$ cat src/rtl/nx_ia_mem_arb.sv
// nx_ia_mem_arb
// Single-port memory arbiter between a table's hardware datapath port (hw_*) and
// its indirect-access software controller (sw_*). Grants are combinational
// (zero latency). In-flight reads are tagged with their owner so that read data
// goes back to the requester that issued the read.
//
// Optional feature macro: NX_IA_MEM_ARB_STARVE_EN
//   defined   - anti-starvation counter forces a software grant after
//               2**N_STARVE_BITS-1 consecutive lost contested cycles
//   undefined - software wins only when hw is idle or sw_yield is set
//
// Ports:
//   clk, rst_n                            clock, async active-low reset
//   hw_cs/hw_we/hw_add/hw_wdat            datapath request
//   hw_gnt                                datapath accepted this cycle
//   hw_rdat/hw_rvld                       datapath read return
//   sw_cs/sw_ce/sw_we/sw_add/sw_wdat      controller request (ce = compare)
//   sw_yield                              controller urgency
//   sw_grant                              controller accepted this cycle
//   sw_rdat                               controller read data (held)
//   mem_cs/mem_ce/mem_we/mem_add/mem_wdat memory port
//   mem_rdat                              memory read data
module nx_ia_mem_arb #(
    parameter int unsigned N_DATA_BITS   = 32,
    parameter int unsigned N_ENTRIES     = 1024,
    parameter int unsigned RD_LATENCY    = 1,
    parameter int unsigned N_STARVE_BITS = 4,
    localparam int unsigned AW           = $clog2(N_ENTRIES)
) (
    input  logic                   clk,
    input  logic                   rst_n,
    input  logic                   hw_cs,
    input  logic                   hw_we,
    input  logic [AW-1:0]          hw_add,
    input  logic [N_DATA_BITS-1:0] hw_wdat,
    output logic                   hw_gnt,
    output logic [N_DATA_BITS-1:0] hw_rdat,
    output logic                   hw_rvld,
    input  logic                   sw_cs,
    input  logic                   sw_ce,
    input  logic                   sw_we,
    input  logic [AW-1:0]          sw_add,
    input  logic [N_DATA_BITS-1:0] sw_wdat,
    input  logic                   sw_yield,
    output logic                   sw_grant,
    output logic [N_DATA_BITS-1:0] sw_rdat,
    output logic                   mem_cs,
    output logic                   mem_ce,
    output logic                   mem_we,
    output logic [AW-1:0]          mem_add,
    output logic [N_DATA_BITS-1:0] mem_wdat,
    input  logic [N_DATA_BITS-1:0] mem_rdat
);

    logic                   sw_win;
    logic                   starve_hit;
    logic                   rd_push;
    logic [RD_LATENCY-1:0]  pipe_vld_r;
    logic [RD_LATENCY-1:0]  pipe_own_r;
    logic                   tail_vld;
    logic                   tail_own;
    logic                   sw_tail;
    logic [N_DATA_BITS-1:0] sw_hold_r;

    // Arbitration: hw has default priority; yield or starvation lets sw through.
    assign sw_win   = sw_cs && (!hw_cs || sw_yield || starve_hit);
    assign sw_grant = sw_win;
    assign hw_gnt   = hw_cs && !sw_win;

    always_comb begin
        mem_cs   = 1'b0;
        mem_ce   = 1'b0;
        mem_we   = 1'b0;
        mem_add  = hw_add;
        mem_wdat = hw_wdat;
        if (sw_win) begin
            mem_cs   = 1'b1;
            mem_ce   = sw_ce;
            mem_we   = sw_we;
            mem_add  = sw_add;
            mem_wdat = sw_wdat;
        end else begin
            mem_cs = hw_cs;
            mem_we = hw_cs && hw_we;
        end
    end

`ifdef NX_IA_MEM_ARB_STARVE_EN
    logic [N_STARVE_BITS-1:0] starve_r;

    assign starve_hit = (starve_r == '1);

    // Counts consecutive contested cycles lost by sw; saturates at all-ones.
    always_ff @(posedge clk or negedge rst_n) begin
        if (!rst_n) begin
            starve_r <= '0;
        end else if (sw_cs && hw_cs && !sw_win) begin
            if (!starve_hit) begin
                starve_r <= starve_r + 1'b1;
            end
        end else begin
            starve_r <= '0;
        end
    end
`else
    assign starve_hit = 1'b0;
`endif

    // Any granted non-write (read or compare) returns data RD_LATENCY cycles later.
    assign rd_push = sw_win ? !sw_we : (hw_gnt && !hw_we);

    always_ff @(posedge clk or negedge rst_n) begin
        if (!rst_n) begin
            pipe_vld_r <= '0;
            pipe_own_r <= '0;
        end else begin
            pipe_vld_r[0] <= rd_push;
            pipe_own_r[0] <= sw_win;
            for (int i = 1; i < RD_LATENCY; i++) begin
                pipe_vld_r[i] <= pipe_vld_r[i-1];
                pipe_own_r[i] <= pipe_own_r[i-1];
            end
        end
    end

    assign tail_vld = pipe_vld_r[RD_LATENCY-1];
    assign tail_own = pipe_own_r[RD_LATENCY-1];
    assign sw_tail  = tail_vld && tail_own;

    assign hw_rvld = tail_vld && !tail_own;
    assign hw_rdat = mem_rdat;

    // The controller sees stable data between its own reads; hw returns never
    // touch the hold register.
    always_ff @(posedge clk or negedge rst_n) begin
        if (!rst_n) begin
            sw_hold_r <= '0;
        end else if (sw_tail) begin
            sw_hold_r <= mem_rdat;
        end
    end

    assign sw_rdat = sw_tail ? mem_rdat : sw_hold_r;

endmodule
$ cat config.mk
export PLATFORM = sky130hd
export DESIGN_NAME = nx_ia_mem_arb
export DESIGN_NICKNAME = d
export VERILOG_FILES = /design/src/rtl/nx_ia_mem_arb.sv
export SDC_FILE = /design/constraint.sdc
export NUM_CORES = 1
export LEC_CHECK = 0
export CAP_MARGIN = 20
export CORE_AREA = 2 2 91 93
export DETAILED_ROUTE_END_ITERATION = 10
export DIE_AREA = 0 0 93 95
export PLACE_DENSITY = 0.8
export SYNTH_ARGS = -nofsm -noshare
export SYNTH_HDL_FRONTEND = slang
export SYNTH_SLANG_ARGS = --single-unit
$ cat constraint.sdc
create_clock -name clk -period 1.3 [get_ports clk]
set_input_delay 0.13 -clock clk [delete_from_list [all_inputs] [get_ports clk]]
set_output_delay 0.13 -clock clk [all_outputs]
set_load 0.02 [all_outputs]
==> results of run 1 <==
## what timing repair did
item                                   in CTS  in global routing
hold buffers                                1                  0
cloned                                      6                  2
resized for setup                         443                101
pin swaps                                   2                  3
setup endpoints to repair                 112                 72
setup buffers                               3                  6
endpoints found under the hold margin      15                  0
## worst max-delay path, stage by stage (launching register included)
cell and delay, ns:
sky130_fd_sc_hd__dfrtp_1 0.40, sky130_fd_sc_hd__nand2_4 0.16, sky130_fd_sc_hd__clkbuf_16 0.19, sky130_fd_sc_hd__mux2_4 0.31, sky130_fd_sc_hd__buf_6 0.14
## cell families after synthesis
| family | Yosys count | share of synthesized area |
|---|---|---|
| flops | 34 | 0.3868 |
| simple gates | 5 | 0.01309 |
| buf+inv | 41 | 0.1411 |
| mux | 74 | 0.4420 |
| compound gates | 4 | 0.01707 |
## per-stage QoR
stage	TNS, ns	instances	power [mW]	util
global placement	-50.60	470	3.789	0.5690
detailed placement	-51.42	470	3.834	0.5690
finish	-11.41	492	5.155	0.6353
global route	-13.69	492	5.376	0.6353
floorplan	0	158	2.561	-
CTS	-10.22	487	4.869	0.5909
## routing by layer
metal | GRT usage | routed length, um | vias up
met5 | 0 | 0 | -
met4 | 0.04657 | 79 | 0
met3 | 0.04948 | 704 | 5
met2 | 0.3478 | 4994 | 122
met1 | 0.1861 | 2997 | 1009
li1 | - | - | 975
## area by class of cell
cell class / count / area, um2 / share of cell area
multi-input combinational: 83 / 1170 / 0.2323
sequential: 34 / 850.8 / 0.1689
tap: 105 / 131.4 / 0.02609
clock buffer: 6 / 82.58 / 0.01640
timing repair buffer: 261 / 2756 / 0.5473
inverter: 2 / 15.01 / 0.002981
clock inverter: 1 / 30.03 / 0.005963
## state kept, by name, indices dropped and copies added (netlist names)
name        count
pipe_own_r      1
pipe_vld_r      1
sw_hold_r      32
## cell usage in the layout (no fill, tap or decap), drive strengths merged, types with 2 or more instances in the layout
cell type	count
buf	103
clkdlybuf4s50	119
dfrtp	34
dlygate4sd2	35
mux2	74
clkbuf	8
o21ai	2
## power groups by stage
stage          Clock (mW)  Sequential, mW  Combinational (mW)
2_1_floorplan           0            1.35                1.21
3_3_place_gp            0            1.36                2.43
3_5_place_dp            0            1.37                2.46
4_1_cts             0.996            1.37                2.51
5_1_grt              1.03            1.40                2.95
6_report            0.965            1.37                2.82
## worst paths after layout
kind	from	endpoint	slack [ns]
min reg2reg	sw_hold_r[15]	sw_hold_r[15]	0.50
max in group asynchronous	rst_n	sw_hold_r[17]	0.40
min	rst_n	sw_hold_r[23]	0.31
min in group clk	sw_yield	pipe_vld_r	0.32
max	pipe_own_r	sw_rdat[8]	-0.31
max reg2reg	pipe_own_r	sw_hold_r[22]	0.03
==> impl_metrics.csv, run 1 <==
group,metric,value,unit
status,run_status,"finished, violations left",
status,failed_checks,"negative setup slack",
worst_setup_path,critPathMaxFanout,7,
synth,yosys_register_bits,34,
die,horizontal_extent_of_the_die,93,um
grt,grt_total_ovfl,0,
die,ioPinCount,236,
timing,slew_violations,0,
worst_hold_path,min_path_type,"input pin to async pin",
placement,place_area,4511,um2
timing,worst_setup_skew_after_layout,0.005259,ns
worst_setup_path,cp_data_required_time,1.17,ns
finish,finish.net_count,511,
synth,synth.yosys.warnings,0,
synth,post-synth-top-area-cell,"sky130_fd_sc_hd__dfrtp_1",
finish,post-route-cell-area,5036,um2
synth,synth.top_cells.by_area,"sky130_fd_sc_hd__dfrtp_1 39%, sky130_fd_sc_hd__mux2_4 25%, sky130_fd_sc_hd__mux2_2 19%",
worst_setup_path,arrival,1.48,ns
placement,placement.setup.worst_slack,-0.7874,ns
routing,routed_wirelength,8776,um
routing,drt_first_iter_violations,35,
timing,highest_achievable_clock_rate,0.6212,GHz
timing,rsz0062_at_grt,"yes",
power_and_ir_drop,power.net_switching,1.593,mW
synth,ys_seq_area_frac,0.3868,
routing,dr_total_vias,2111,
clock_network,cts.reportedPaths.clkPinSlew,0.07,ns
placement,io_buffer_count,235,
power_and_ir_drop,power.static_leakage,2.432,nW
clock_network,clockBufferDepth,2,
worst_setup_path,timing.critical_path.from_type,"register",
power_and_ir_drop,clk_network_pwr_share,0.187,
die,coreArea,7928,um2
timing,final_worst_path_period_need,1.610,ns
synth,synth_flop_cell,"sky130_fd_sc_hd__dfrtp_1",
grt,grt_usage,0.1779,
routing,post_drt_via_cell_ratio,4.291,
synth,post-synth-top-area-fraction,0.3868,
run,maxCapViolCount,0,
grt,vias_in_the_first_global_route,2265,
finish,n_antenna_cell,0,
finish,syn2layout_area_growth,129.0,%
power_and_ir_drop,power.combinational.fraction,0.546,
die,initial_standard_cell_utilization_of_the_core,0.2775,
placement,place.detailed.hpwl,6652,um
clock_network,cts_htree_levels,2,
synth,synth_top_cells_by_count,"37 x sky130_fd_sc_hd__mux2_2, 37 x sky130_fd_sc_hd__mux2_4, 34 x sky130_fd_sc_hd__dfrtp_1, 32 x sky130_fd_sc_hd__buf_4, 4 x sky130_fd_sc_hd__buf_6",
clock_network,cts_sinks,34,
power_and_ir_drop,vdd_drop_max,0.0004468,V
timing,final_min_period_over_clock_period,1.238,
worst_setup_path,worstSetupEndpointType,"primary output",
synth,synth.distinct_cells,17,
worst_setup_path,rr_worst_depth,4,
die,fp-row-count,33,
timing,tightestPinTransition,0.3613,ns
finish,drive_above_1_share,0.4935,
grt,grt_antenna_before_repair,0,
power_and_ir_drop,power.density,1024,nW/um2
grt,grt_max_degree,20,
clock_network,worst_skew_pair.late_latency,0.28,ns
grt,wire_length_of_the_first_global_routing_pass,11910,um
timing,setup_slack_of_the_critical_path_after_layout,-0.3099,ns
synth,synth_fp_nets,282,
clock_network,cts_root_buffer,"sky130_fd_sc_hd__clkbuf_8",
routing,number_of_drc_violations_after_detailed_routing,0,
timing,report.final.setup_viol,64,
routing,route.antenna.remaining_nets,0,
synth,synth_area,2200,um2
die,die-area,8835,um2
power_and_ir_drop,pwr-share-seq,0.267,
worst_setup_path,setup.worst_path.class,"register to primary output",
timing,timing_hold_violations_final,0,
synth,mean_cell_area_of_the_mapped_netlist,13.92,um2
finish,layout_fillers,611,
synth,syn_inst,158,
die,dieHeight,95,um
synth,number_of_flops_mapped_to_enable_cells_by_yosys,0,
routing,drt-pass1-iter-count,4,
synth,synthArstFlopShare,1.000,
power_and_ir_drop,power_switching_share,0.3091,
routing,drt-wirelength-per-cell,17.84,um
clock_network,cts_tree,"done",
timing,whs,0.3071,ns
placement,place_congestion,0.8111,
timing,max_slew_margin,0.7592,
power_and_ir_drop,intPower,3.562,mW
clock_network,number_of_clock_buffers_inserted_by_tritoncts,5,
(Power assumes the default switching activity.)
==> run 2, diff against run 1 <==
Settings changed: CAP_MARGIN 20 to 0.
==> results of run 2 <==
No change in the layout: final DEF, timing and power equal those of run 1.
